`src/rtl/f779_sequencer.sv`:
```
// ---------------------------------------------------------------------------
// f779_sequencer
//
// Runs one job on an external 74F779-style 8-bit up/down counter. The job
// parallel-loads a value, counts up or down for a programmed number of
// cycles, turns the shared InotO bus around and reads the result back.
//
// Ports
//   CP        rising-edge clock, shared with the counter
//   RST       synchronous active-high reset
//   start     one-cycle job request, accepted only in IDLE
//   load_val  value parallel-loaded into the counter
//   up        count direction (1 = up, 0 = down)
//   steps     number of count cycles (0..255)
//   S1, S0    counter mode select
//   cet_n     counter count enable, active low
//   oe_n      counter output enable, active low
//   bus_out   data driven onto InotO7..0 during the load
//   bus_oe    1 = this block drives the bus
//   bus_in    sampled state of InotO7..0
//   tc_n      counter terminal count, active low
//   busy      job in progress
//   done      one-cycle pulse at job completion
//   readback  value captured from the bus
//   tc_seen   terminal count observed during the job
//   mismatch  readback differs from the expected value
//
// Configuration
//   F779SEQ_CHECK_EN  when defined, the expected result is computed and
//                     compared in SAMPLE; otherwise mismatch stays 0.
// ---------------------------------------------------------------------------
module f779_sequencer #(
  parameter logic [1:0] MODE_LOAD = 2'b00,
  parameter logic [1:0] MODE_DOWN = 2'b01,
  parameter logic [1:0] MODE_UP   = 2'b10,
  parameter logic [1:0] MODE_HOLD = 2'b11
) (
  input  logic       CP,
  input  logic       RST,
  input  logic       start,
  input  logic [7:0] load_val,
  input  logic       up,
  input  logic [7:0] steps,
  output logic       S0,
  output logic       S1,
  output logic       cet_n,
  output logic       oe_n,
  output logic [7:0] bus_out,
  output logic       bus_oe,
  input  logic [7:0] bus_in,
  input  logic       tc_n,
  output logic       busy,
  output logic       done,
  output logic [7:0] readback,
  output logic       tc_seen,
  output logic       mismatch
);

  typedef enum logic [2:0] {
    IDLE   = 3'd0,
    LOAD   = 3'd1,
    COUNT  = 3'd2,
    TURN   = 3'd3,
    SAMPLE = 3'd4,
    DONE   = 3'd5
  } state_t;

  state_t     state;
  state_t     next_state;
  logic [7:0] steps_q;
  logic [7:0] cnt;
  logic       up_q;
  logic       accept;
  logic       mismatch_next;

  logic [1:0] mode_next;
  logic       cet_n_next;
  logic       oe_n_next;
  logic       bus_oe_next;
  logic [7:0] bus_out_next;

  assign accept = (state == IDLE) && start;

`ifdef F779SEQ_CHECK_EN
  logic [7:0] load_q;

  // Result the counter should hold after the job, modulo 256.
  function automatic logic [7:0] expected_value(input logic [7:0] base,
                                                input logic       dir_up,
                                                input logic [7:0] n);
    if (dir_up) return base + n;
    else        return base - n;
  endfunction

  // Keeps the job's load value for the end-of-job comparison.
  always_ff @(posedge CP) begin
    if (RST)         load_q <= 8'h00;
    else if (accept) load_q <= load_val;
    else             load_q <= load_q;
  end

  assign mismatch_next = (bus_in != expected_value(load_q, up_q, steps_q));
`else
  assign mismatch_next = 1'b0;
`endif

  // Next-state decode plus the output values belonging to the next state.
  always_comb begin
    next_state   = state;
    mode_next    = MODE_HOLD;
    cet_n_next   = 1'b1;
    oe_n_next    = 1'b1;
    bus_oe_next  = 1'b0;
    bus_out_next = 8'h00;

    case (state)
      IDLE: begin
        if (start) next_state = LOAD;
        else       next_state = IDLE;
      end
      LOAD: begin
        if (steps_q == 8'd0) next_state = TURN;
        else                 next_state = COUNT;
      end
      COUNT: begin
        if (cnt == 8'd1) next_state = TURN;
        else             next_state = COUNT;
      end
      TURN:    next_state = SAMPLE;
      SAMPLE:  next_state = DONE;
      DONE:    next_state = IDLE;
      default: next_state = IDLE;
    endcase

    case (next_state)
      LOAD: begin
        mode_next    = MODE_LOAD;
        bus_oe_next  = 1'b1;
        bus_out_next = load_val;
      end
      COUNT: begin
        if (up_q) mode_next = MODE_UP;
        else      mode_next = MODE_DOWN;
        cet_n_next = 1'b0;
      end
      TURN: begin
        // Straight from LOAD (steps = 0) the bus driver is only just
        // released, so the counter output stays off one more cycle to keep
        // a dead cycle between the two drivers; SAMPLE still sees the data.
        if (state == LOAD) oe_n_next = 1'b1;
        else               oe_n_next = 1'b0;
      end
      SAMPLE: begin
        oe_n_next = 1'b0;
      end
      DONE: begin
        oe_n_next = 1'b1;
      end
      default: begin
        mode_next = MODE_HOLD;
      end
    endcase
  end

  // State, job parameters, registered outputs and result flags.
  always_ff @(posedge CP) begin
    if (RST) begin
      state    <= IDLE;
      steps_q  <= 8'h00;
      cnt      <= 8'h00;
      up_q     <= 1'b0;
      S1       <= MODE_HOLD[1];
      S0       <= MODE_HOLD[0];
      cet_n    <= 1'b1;
      oe_n     <= 1'b1;
      bus_oe   <= 1'b0;
      bus_out  <= 8'h00;
      busy     <= 1'b0;
      done     <= 1'b0;
      readback <= 8'h00;
      tc_seen  <= 1'b0;
      mismatch <= 1'b0;
    end else begin
      state   <= next_state;
      S1      <= mode_next[1];
      S0      <= mode_next[0];
      cet_n   <= cet_n_next;
      oe_n    <= oe_n_next;
      bus_oe  <= bus_oe_next;
      bus_out <= bus_out_next;
      busy    <= (next_state != IDLE);
      done    <= (next_state == DONE);

      if (accept) begin
        steps_q <= steps;
        up_q    <= up;
        cnt     <= steps;
      end else if (state == COUNT) begin
        cnt <= cnt - 8'd1;
      end

      // Result flags restart with each job and are held until the next one.
      if (accept) begin
        tc_seen  <= 1'b0;
        readback <= 8'h00;
        mismatch <= 1'b0;
      end else begin
        if (((state == COUNT) || (state == TURN)) && !tc_n) tc_seen <= 1'b1;
        if (state == SAMPLE) begin
          readback <= bus_in;
          mismatch <= mismatch_next;
        end
      end
    end
  end

endmodule

```
`config.mk`:
```
export PLATFORM = sky130hd
export DESIGN_NAME = f779_sequencer
export DESIGN_NICKNAME = d
export VERILOG_FILES = /design/src/rtl/f779_sequencer.sv
export SDC_FILE = /design/constraint.sdc
export NUM_CORES = 1
export LEC_CHECK = 0
export BUFFER_PORTS_ARGS = -buffer_cell sky130_fd_sc_hd__buf_4
export CORE_ASPECT_RATIO = 1.5
export CORE_UTILIZATION = 44
export CTS_BUF_LIST = sky130_fd_sc_hd__clkbuf_16
export DETAILED_ROUTE_END_ITERATION = 6
export GPL_TIMING_DRIVEN = 0
export PLACE_DENSITY = 0.81
export SLEW_MARGIN = 25
export SYNTH_ARGS = -nofsm -noshare
export SYNTH_HDL_FRONTEND = slang
export SYNTH_SLANG_ARGS = --single-unit
```
`constraint.sdc`:
```
create_clock -name CP -period 1.5 [get_ports CP]
set_input_delay 0.3 -clock CP [delete_from_list [all_inputs] [get_ports CP]]
set_output_delay 0.3 -clock CP [all_outputs]
set_load 0.02 [all_outputs]
```
After elaboration in Yosys (flattened, before gate mapping). Cells that the tools add are included.

Equal/unequal tests: 10. Mux-type cells: 12. Bitwise gates (word level): 1. Reduce and logical (&&, ||, !) cells: 10. Add/subtract/negate cells: 1.

Operators by type and width (count): $mux W8 (2); $pmux W3 S5 (1); $eq A3 B2 Y1 const B (4); $eq A3 B3 Y1 const B (3); $eq A8 B1 Y1 const B (1); $logic_not A8 Y1 (1); $sub A8 B1 Y8 const B (1); $eq A3 B1 Y1 const B (2); $mux W1 (6); $pmux W2 S2 (1); $reduce_or A2 Y1 (2); $logic_not A3 Y1 (1); $reduce_bool A3 Y1 (1); $logic_and A1 B1 Y1 (2); $mux W2 (1); $pmux W1 S2 (1); $reduce_bool A2 Y1 (1); $logic_not A1 Y1 (1); $logic_or A1 B1 Y1 (1); $not A1 Y1 (1).

Bits of input ports: 29. Output and inout bits: 25. Logic and storage cells: 48. Bits in registers: 44.

Longest topological paths before layout. Gate-level depths: netlist of the first run.

Depth in word-level cells: 6. Depth in mapped cells: 6. Mapped depth without buffers: 5.

Worst setup path after synthesis of the first run. No wires, ideal clock.

Path type: reg2reg. Start: register state[0]. End: register oe_n. Buffers on the path: 2. Path slack: -0.036 ns. Cell stages (with the launch flop): 7. Arrival time: 1.411 ns. Cell sequence: dfxtp_1 buf_2 nor2_1 and2_1 buf_4 a21oi_1 a2111o_1.

Longest elaborated chain between the ends: 4. Elaborated cells on any way between the ends: 10. Classes of those cells: eq/ne (6); mux (3); reduce/logical (1).

RTL lines: start, declared (RTL line 68) `state_t state;`; start signal, assigned (RTL line 184) `state <= next_state;`; $eq A3 B3 Y1, or another cell as far along (RTL line 116) `case (state)`; $pmux W3 S5 (RTL line 116); $eq A3 B3 Y1 or $eq A3 B2 Y1 (tied branches) (RTL line 135) `case (next_state)`; $pmux W1 S2 * (RTL line 135); end signal, assigned (RTL line 188) `oe_n <= oe_n_next;`; end, declared (RTL line 47) `output logic oe_n,`.

Mark *: on every way between the ends. The rest lies on a longest branch, timed or not. A chain may end at the register's enable or synchronous reset.

Final worst setup path of the first run.
Start: register cnt[1]. End: register bus_out[5].

Longest elaborated chain between the ends: 6.

RTL lines: start, declared (RTL line 71) `logic [7:0] cnt;`; start signal, assigned (RTL line 197) `cnt <= steps;`; start signal, assigned (RTL line 199) `cnt <= cnt - 8'd1;`; $eq A8 B1 Y1 (RTL line 126) `if (cnt == 8'd1) next_state = TURN;`; $mux W1 (RTL line 126); $pmux W3 S5 (RTL line 116); $eq A3 B1 Y1 (RTL line 135); $not A1 Y1 (no line); $reduce_or A2 Y1 (no line); end signal, assigned (RTL line 190) `bus_out <= bus_out_next;`; end, declared (RTL line 48) `output logic [7:0] bus_out,`.

Every way passes these cells.

==> metrics.log, run 1 <==
[metrics] sequential cell area: 897 um^2
[metrics] Hold Crit Class: input pin to flop
[metrics] aggregate routed wire length: about 4300 um
[metrics] Clock Latency Late Sink: roughly 290 ps
[metrics] startpoint of the worst setup timing path: cnt[1]
[metrics] fraction of the mapped netlist area in compound gates: 12.1%
[metrics] xor and xnor fraction of the mapped netlist area: approximately 4.7%
[metrics] Syn. warnings: 0
[metrics] CTS Buf Count: 5
[metrics] count of vias placed by the detailed router: about 1600
[metrics] number of placed instances, taps included: 281
[metrics] final total negative setup slack: -252 ps
[metrics] net count after synthesis: around 220
[metrics] Max Slew Vio Count: 0
[metrics] placed standard-cell area: approximately 0.0021 mm^2
[metrics] synthesized flop and latch total: 44
[metrics] Detail Placement HPWL: between 2000 and 3000 um
[metrics] proportion of layout cells with a drive suffix above 1: 42.5%
[metrics] remaining number of nets flagged by the antenna check after routing: 0
[metrics] maximum vdd drop: about 1.1 mV
[metrics] TritonCTS clock tree: done
[metrics] highest fanout seen on the critical path: 5
[metrics] via density per instance: around 5.2
[metrics] number of antenna violations at the first check in global routing: 0
[metrics] total clock sinks: 44
[metrics] multi-input combinational cell area: roughly 840 um^2
[metrics] share of the core filled with cells: a little over two thirds
[metrics] kind of start point of the critical path: flop
[metrics] most frequently used flop master after synthesis: sky130_fd_sc_hd__dfxtp_1
[metrics] 1st-iter DRT viols: 16
[metrics] pin count of the biggest net entering global routing: 16
[metrics] Die Area: 0.00408 mm^2
[metrics] Bufs on Longest Clock Path: 2
[metrics] finished layout cell area: approximately 0.0025 mm^2
[metrics] number of global-route vias before repair: approximately 1400
[metrics] detailed-route wire length per cell: roughly 14 um
[metrics] Hold Vio Cnt, Final: 0
[metrics] Worst Skew: 5.02 ps
[metrics] largest cells by area after synthesis: sky130_fd_sc_hd__dfxtp_1 52%, sky130_fd_sc_hd__nand2_1 9.2%, sky130_fd_sc_hd__a21oi_1 6.5%
[metrics] Worst-Margin Slew: ~500 ps
[metrics] number of filler cells placed in the layout: about 260
[metrics] area of the core region: 0.00365 mm^2
[metrics] number of cell rows: 27
[metrics] combinational family with the most area after synthesis: simple AND/OR/NAND/NOR gates
[metrics] startpoint of the tightest hold check path: load_val[6]
[metrics] largest area contributor in the netlist: sky130_fd_sc_hd__dfxtp_1
[metrics] Final Non-Filler Cells: roughly 300
[metrics] setup slack after layout: -37.1 ps
[metrics] shortest period the worst path allows: between 1500 and 2000 ps
[metrics] most common cell in the netlist: sky130_fd_sc_hd__dfxtp_1
[metrics] synthesized area per cell: approximately 9 um^2
[metrics] area fraction in and, or, nand and nor cells after synthesis: between 20% and 30%
[metrics] Fin Hold WS: between 200 and 250 ps
[metrics] relative area change from synthesis to final layout: 51.0%
[metrics] Overflow after GRT: 0
[metrics] Max transition margin: approximately two thirds
[metrics] post-route fraction of the period consumed by the critical path: 102%
[metrics] CP peak stage delay: between 400 and 500 ps
[metrics] part of the Yosys area used for sequential elements: a little over half
[metrics] post-synth cell types: 31
[metrics] most used standard cells in the synthesized netlist: 44 x sky130_fd_sc_hd__dfxtp_1, 41 x sky130_fd_sc_hd__nand2_1, 22 x sky130_fd_sc_hd__a21oi_1
[metrics] leakage power of the design: approximately 1.1 nW
[metrics] Worst Path Arrival: between 1500 and 2000 ps
[metrics] setup violators final: 9
[metrics] proportion of synthesized area in mux cells: 0%
[metrics] crit path max-delay cell type: sky130_fd_sc_hd__o311a_4
[metrics] number of levels in the clock H-tree: 2
[metrics] setup repair after global routing missed its margin: true
[metrics] Die Span Y: 77.7 um
[metrics] worst slack at placement: -196 ps
[metrics] final antenna diode count: 0
[metrics] weighted congestion at the end of routability-driven global placement: slightly above 0.8
[metrics] post-CTS clock slew at the launch and capture registers of the worst setup and hold paths: roughly 70 ps
[metrics] first-pass GRT wire length: ~6300 um
[metrics] post-synthesis async set-or-reset flop share: 0%
[metrics] Die Span X: about 52 um
[metrics] # Max-Cap Violations: 0
[metrics] global router's overall resource usage: between 20% and 30%
[metrics] root buffer cell: sky130_fd_sc_hd__clkbuf_16
[metrics] number of top-level pins: 54
[metrics] PnR Total Power: about 3.6 mW
[metrics] adder-cell share of the synthesized area: about 1.5%
[metrics] Critical Path RT: 1680 ps
[metrics] Detailed Routing Iterations Pass 1: 4
[metrics] critical path class: flop to flop
[metrics] number of port buffers: between 50 and 60
[metrics] number of enable flip-flop cells after synthesis: 0
[metrics] combined area of all synthesized cells: about 0.0017 mm^2
[metrics] result of the run: finished with violations
[metrics] violated checks: setup timing
[metrics] RR Startpoint: cnt[1]
[metrics] starting density of the core: a little under half
[metrics] # nets final: 289
[metrics] pwr dens: roughly 1400 mW/mm^2
[metrics] highest clock rate: 651 MHz
[metrics] cells along the critical path: inv_2, ha_4, and4b_1, o311a_4, buf_6, and2_4
[metrics] Crit. End Element: flop
[metrics] drc violations: 0
[metrics] share of Yosys cell area claimed by the top area cell type: between 50% and 60%
[metrics] number of instances in the synthesized netlist: ~190
==> flip-flops by register name, summed over array words and instances, names as in the netlist <==
name,flops
S0,1
S1,1
bus_oe,1
bus_out,8
busy,1
cet_n,1
cnt,8
done,1
oe_n,1
readback,8
state,3
steps_q,8
tc_seen,1
up_q,1
==> logic make-up after synthesis <==
logic type,after synthesis
adders and majority gates,2
and+or+nand+nor,82
buffers and inverters,14
xor gates and xnor gates,9
DFF,44
AOI/OAI and AO/OA,34
other,1
==> what timing repair did <==
action | 4_1_cts | 5_1_grt
endpoints found under the setup margin | 42 | 32
pin swaps | 5 | 12
cloned | 0 | 1
resized for setup | 20 | 24
hold buffers | 0 | 0
buffers inserted | 5 | 8
==> metal layers <==
metal	wire length, um	up-vias	GRT usage (%)
li1	-	766	-
met1	1670	734	22.1
met2	2370	51	37.0
met3	252	7	5.29
met4	53	0	7.37
met5	0	-	0
==> critical path: cells and delay by family (launching register included) <==
| kind | cells | cell delay, ps |
|---|---|---|
| DFF | 1 | 350 |
| AOI/OAI and AO/OA | 1 | 410 |
| buffers and inverters | 2 | 190 |
| adders and majority gates | 1 | 150 |
| and+or+nand+nor | 2 | 340 |
==> path summary, 6_finish.rpt <==
| kind | end | slack (ps) | cells past startpoint |
|---|---|---|---|
| max reg2reg | bus_out[5] | -40 | 6 |
| max | bus_out[5] | -40 | 6 |
| min reg2reg | readback[2] | 450 | 2 |
| min | bus_out[6] | 230 | 2 |
==> final cells by class <==
class                           instances  area share [%]
Clock inverter                          3            1.82
Timing Repair Buffer                   66            19.7
Tap cell                               43            2.12
Buffer                                  8            2.51
Multi-Input combinational cell        128            32.9
Clock buffer                            5            4.93
Inverter                                5           0.739
Sequential cell                        44            35.3
==> cells in the final DEF, fill, tap and decap left out, types with 2 or more instances in the layout <==
cell                         n
sky130_fd_sc_hd__dfxtp_2     7
sky130_fd_sc_hd__buf_4      66
sky130_fd_sc_hd__nand4b_1    2
sky130_fd_sc_hd__xor2_1      6
sky130_fd_sc_hd__dfxtp_4     2
sky130_fd_sc_hd__nor2b_1     2
sky130_fd_sc_hd__a21oi_1    22
sky130_fd_sc_hd__buf_6       4
sky130_fd_sc_hd__inv_1       4
sky130_fd_sc_hd__dfxtp_1    35
sky130_fd_sc_hd__clkbuf_4    2
sky130_fd_sc_hd__nand2_1    40
sky130_fd_sc_hd__clkbuf_1    2
sky130_fd_sc_hd__xnor2_1     3
sky130_fd_sc_hd__a211oi_1    5
sky130_fd_sc_hd__nor2_1     12
sky130_fd_sc_hd__nand3b_1    2
sky130_fd_sc_hd__nor3_1      3
sky130_fd_sc_hd__clkbuf_16   5
sky130_fd_sc_hd__and2_4      8
sky130_fd_sc_hd__nor4b_4     2
==> where the power goes <==
group          total [mW]  switching, mW  internal (mW)
clock network        1.26          0.471          0.791
logic               0.896          0.446          0.450
registers            1.43          0.119           1.31
total                3.59           1.04           2.55
Note: power is estimated with default switching activity, not from simulation.
==> run 2: changes to the inputs <==
==> constraint.sdc (replaced) <==
create_clock -name CP -period 1.5 [get_ports CP]
set_input_delay 0.075 -clock CP [delete_from_list [all_inputs] [get_ports CP]]
set_output_delay 0.075 -clock CP [all_outputs]
set_load 0.02 [all_outputs]
==> metrics.log, run 2 (synthesis results as in run 1) <==
[metrics] TritonCTS clock tree: done
[metrics] # nets final: 294
[metrics] Hold Vio Cnt, Final: 1
[metrics] Die Area: 0.00408 mm^2
[metrics] count of vias placed by the detailed router: approximately 1600
[metrics] remaining number of nets flagged by the antenna check after routing: 0
[metrics] Max Slew Vio Count: 0
[metrics] Detailed Routing Iterations Pass 1: 4
[metrics] Die Span Y: 77.7 um
[metrics] number of cell rows: 27
[metrics] via density per instance: between 5 and 6
[metrics] area of the core region: around 0.0036 mm^2
[metrics] pwr dens: 1380 mW/mm^2
[metrics] Critical Path RT: between 1500 and 2000 ps
[metrics] Bufs on Longest Clock Path: 2
[metrics] number of placed instances, taps included: about 280
[metrics] root buffer cell: sky130_fd_sc_hd__clkbuf_16
[metrics] maximum vdd drop: 1.15 mV
[metrics] Max transition margin: around 66%
[metrics] number of port buffers: 52
[metrics] most common library cell in the layout ignoring fill and taps: sky130_fd_sc_hd__buf_4
[metrics] Fin Hold WS: -4.05 ps
[metrics] Worst-Margin Slew: ~510 ps
[metrics] highest fanout seen on the critical path: 7
[metrics] Clock Latency Late Sink: 290 ps
[metrics] Die Span X: 52.5 um
[metrics] Crit. End Element: flop
[metrics] finished layout cell area: approximately 0.0026 mm^2
[metrics] relative area change from synthesis to final layout: 54.3%
[metrics] setup repair after global routing missed its margin: true
[metrics] Worst Path Arrival: roughly 1700 ps
[metrics] critical path class: flop to flop
[metrics] # Max-Cap Violations: 0
[metrics] Worst Skew: between 7 and 8 ps
[metrics] post-route fraction of the period consumed by the critical path: 102%
[metrics] Hold Crit Class: input pin to flop
[metrics] number of antenna violations at the first check in global routing: 0
[metrics] placed standard-cell area: about 0.0021 mm^2
[metrics] leading cell types in the layout, fill and taps excluded: 65 x sky130_fd_sc_hd__buf_4, 40 x sky130_fd_sc_hd__nand2_1, 37 x sky130_fd_sc_hd__dfxtp_1, 22 x sky130_fd_sc_hd__a21oi_1, 12 x sky130_fd_sc_hd__nor2_1
[metrics] result of the run: finished with violations
[metrics] violated checks: hold timing, setup timing
[metrics] aggregate routed wire length: around 4800 um
[metrics] final total negative setup slack: -129 ps
[metrics] number of top-level pins: 54
[metrics] pin count of the biggest net entering global routing: 16
[metrics] highest clock rate: 655 MHz
[metrics] post-CTS clock slew at the launch and capture registers of the worst setup and hold paths: about 70 ps
[metrics] total clock sinks: 44
[metrics] setup violators final: 8
[metrics] number of filler cells placed in the layout: ~250
[metrics] 1st-iter DRT viols: 68
[metrics] first-pass GRT wire length: roughly 7000 um
[metrics] global router's overall resource usage: between 20% and 30%
[metrics] detailed-route wire length per cell: 15.6 um
[metrics] Overflow after GRT: 0
[metrics] proportion of layout cells with a drive suffix above 1: between 30% and 40%
[metrics] weighted congestion at the end of routability-driven global placement: between 0.8 and 0.9
[metrics] number of global-route vias before repair: roughly 1600
[metrics] drc violations: 0
[metrics] CTS Buf Count: 5
[metrics] final antenna diode count: 0
[metrics] shortest period the worst path allows: approximately 1500 ps
[metrics] Detail Placement HPWL: between 2000 and 3000 um
[metrics] starting density of the core: between 40% and 50%
[metrics] setup slack after layout: -27.9 ps
[metrics] leakage power of the design: 1.09 nW
[metrics] kind of start point of the critical path: flop
[metrics] Final Non-Filler Cells: 307
[metrics] number of levels in the clock H-tree: 2
## run 2: cell count changes in the layout (fill, tap and decap cells not counted), sizes merged
cell,before,now
buf,70,69
dlygate4sd3,0,6
## run 2: cell type report
type	instances	area, um^2	share of cell area [%]
flip-flops and latches	44	897	34.6
multi-input cells	128	823	31.7
repair buffers	71	566	21.8
clock buffers	5	125	4.82
plain buffers	8	65.1	2.51
well taps	43	53.8	2.07
clock inverters	3	46.3	1.78
inverters	5	18.8	0.723
## run 2: critical path, stage by stage, from the launching register on
cell and delay [ps]:
sky130_fd_sc_hd__dfxtp_4 390, sky130_fd_sc_hd__nor4b_4 320, sky130_fd_sc_hd__buf_4 190, sky130_fd_sc_hd__and4bb_2 260
sky130_fd_sc_hd__xnor2_2 70, sky130_fd_sc_hd__a211oi_2 230
## run 2: timing repair
item / in CTS / in global routing
hold buffers: 6 / 0
hold endpoints to repair: 6 / 0
endpoints found under the setup margin: 42 / 33
pin swaps: 5 / 10
setup buffers: 5 / 7
cloned: 0 / 1
resized for setup: 20 / 18
## run 2: path summary, 6_finish.rpt
check                            startpoint    endpoint  slack [ps]  depth (start not counted)
worst max-delay path               state[0]      cnt[5]         -30                          5
worst min-delay path            load_val[7]  bus_out[7]          -4                          2
worst max register to register     state[0]      cnt[5]         -30                          5
worst min register to register   steps_q[1]  steps_q[1]         460                          2
## run 2: layer usage
metal | global-route usage (%) | routed length, um
met4 | 9.21 | 108
met2 | 41.4 | 2590
met5 | 0 | 0
met3 | 5.49 | 260
met1 | 22.9 | 1820
## run 2: stage by stage
step                setup WS, ps  power, mW  util [%]
floorplan                   9.90       1.85         -
CTS                        -19.6       3.45      67.7
detailed placement          -196       2.11      58.3
global placement            -171       2.08      58.3
global route                -104       3.73      71.1
finish                     -27.9       3.59      71.1
## run 2: power breakdown
part	total, mW	internal, mW	switching (mW)	leakage [nW]
Combinational	0.891	0.438	0.453	0.649
Sequential	1.44	1.31	0.130	0.363
Clock	1.26	0.791	0.469	0.0804
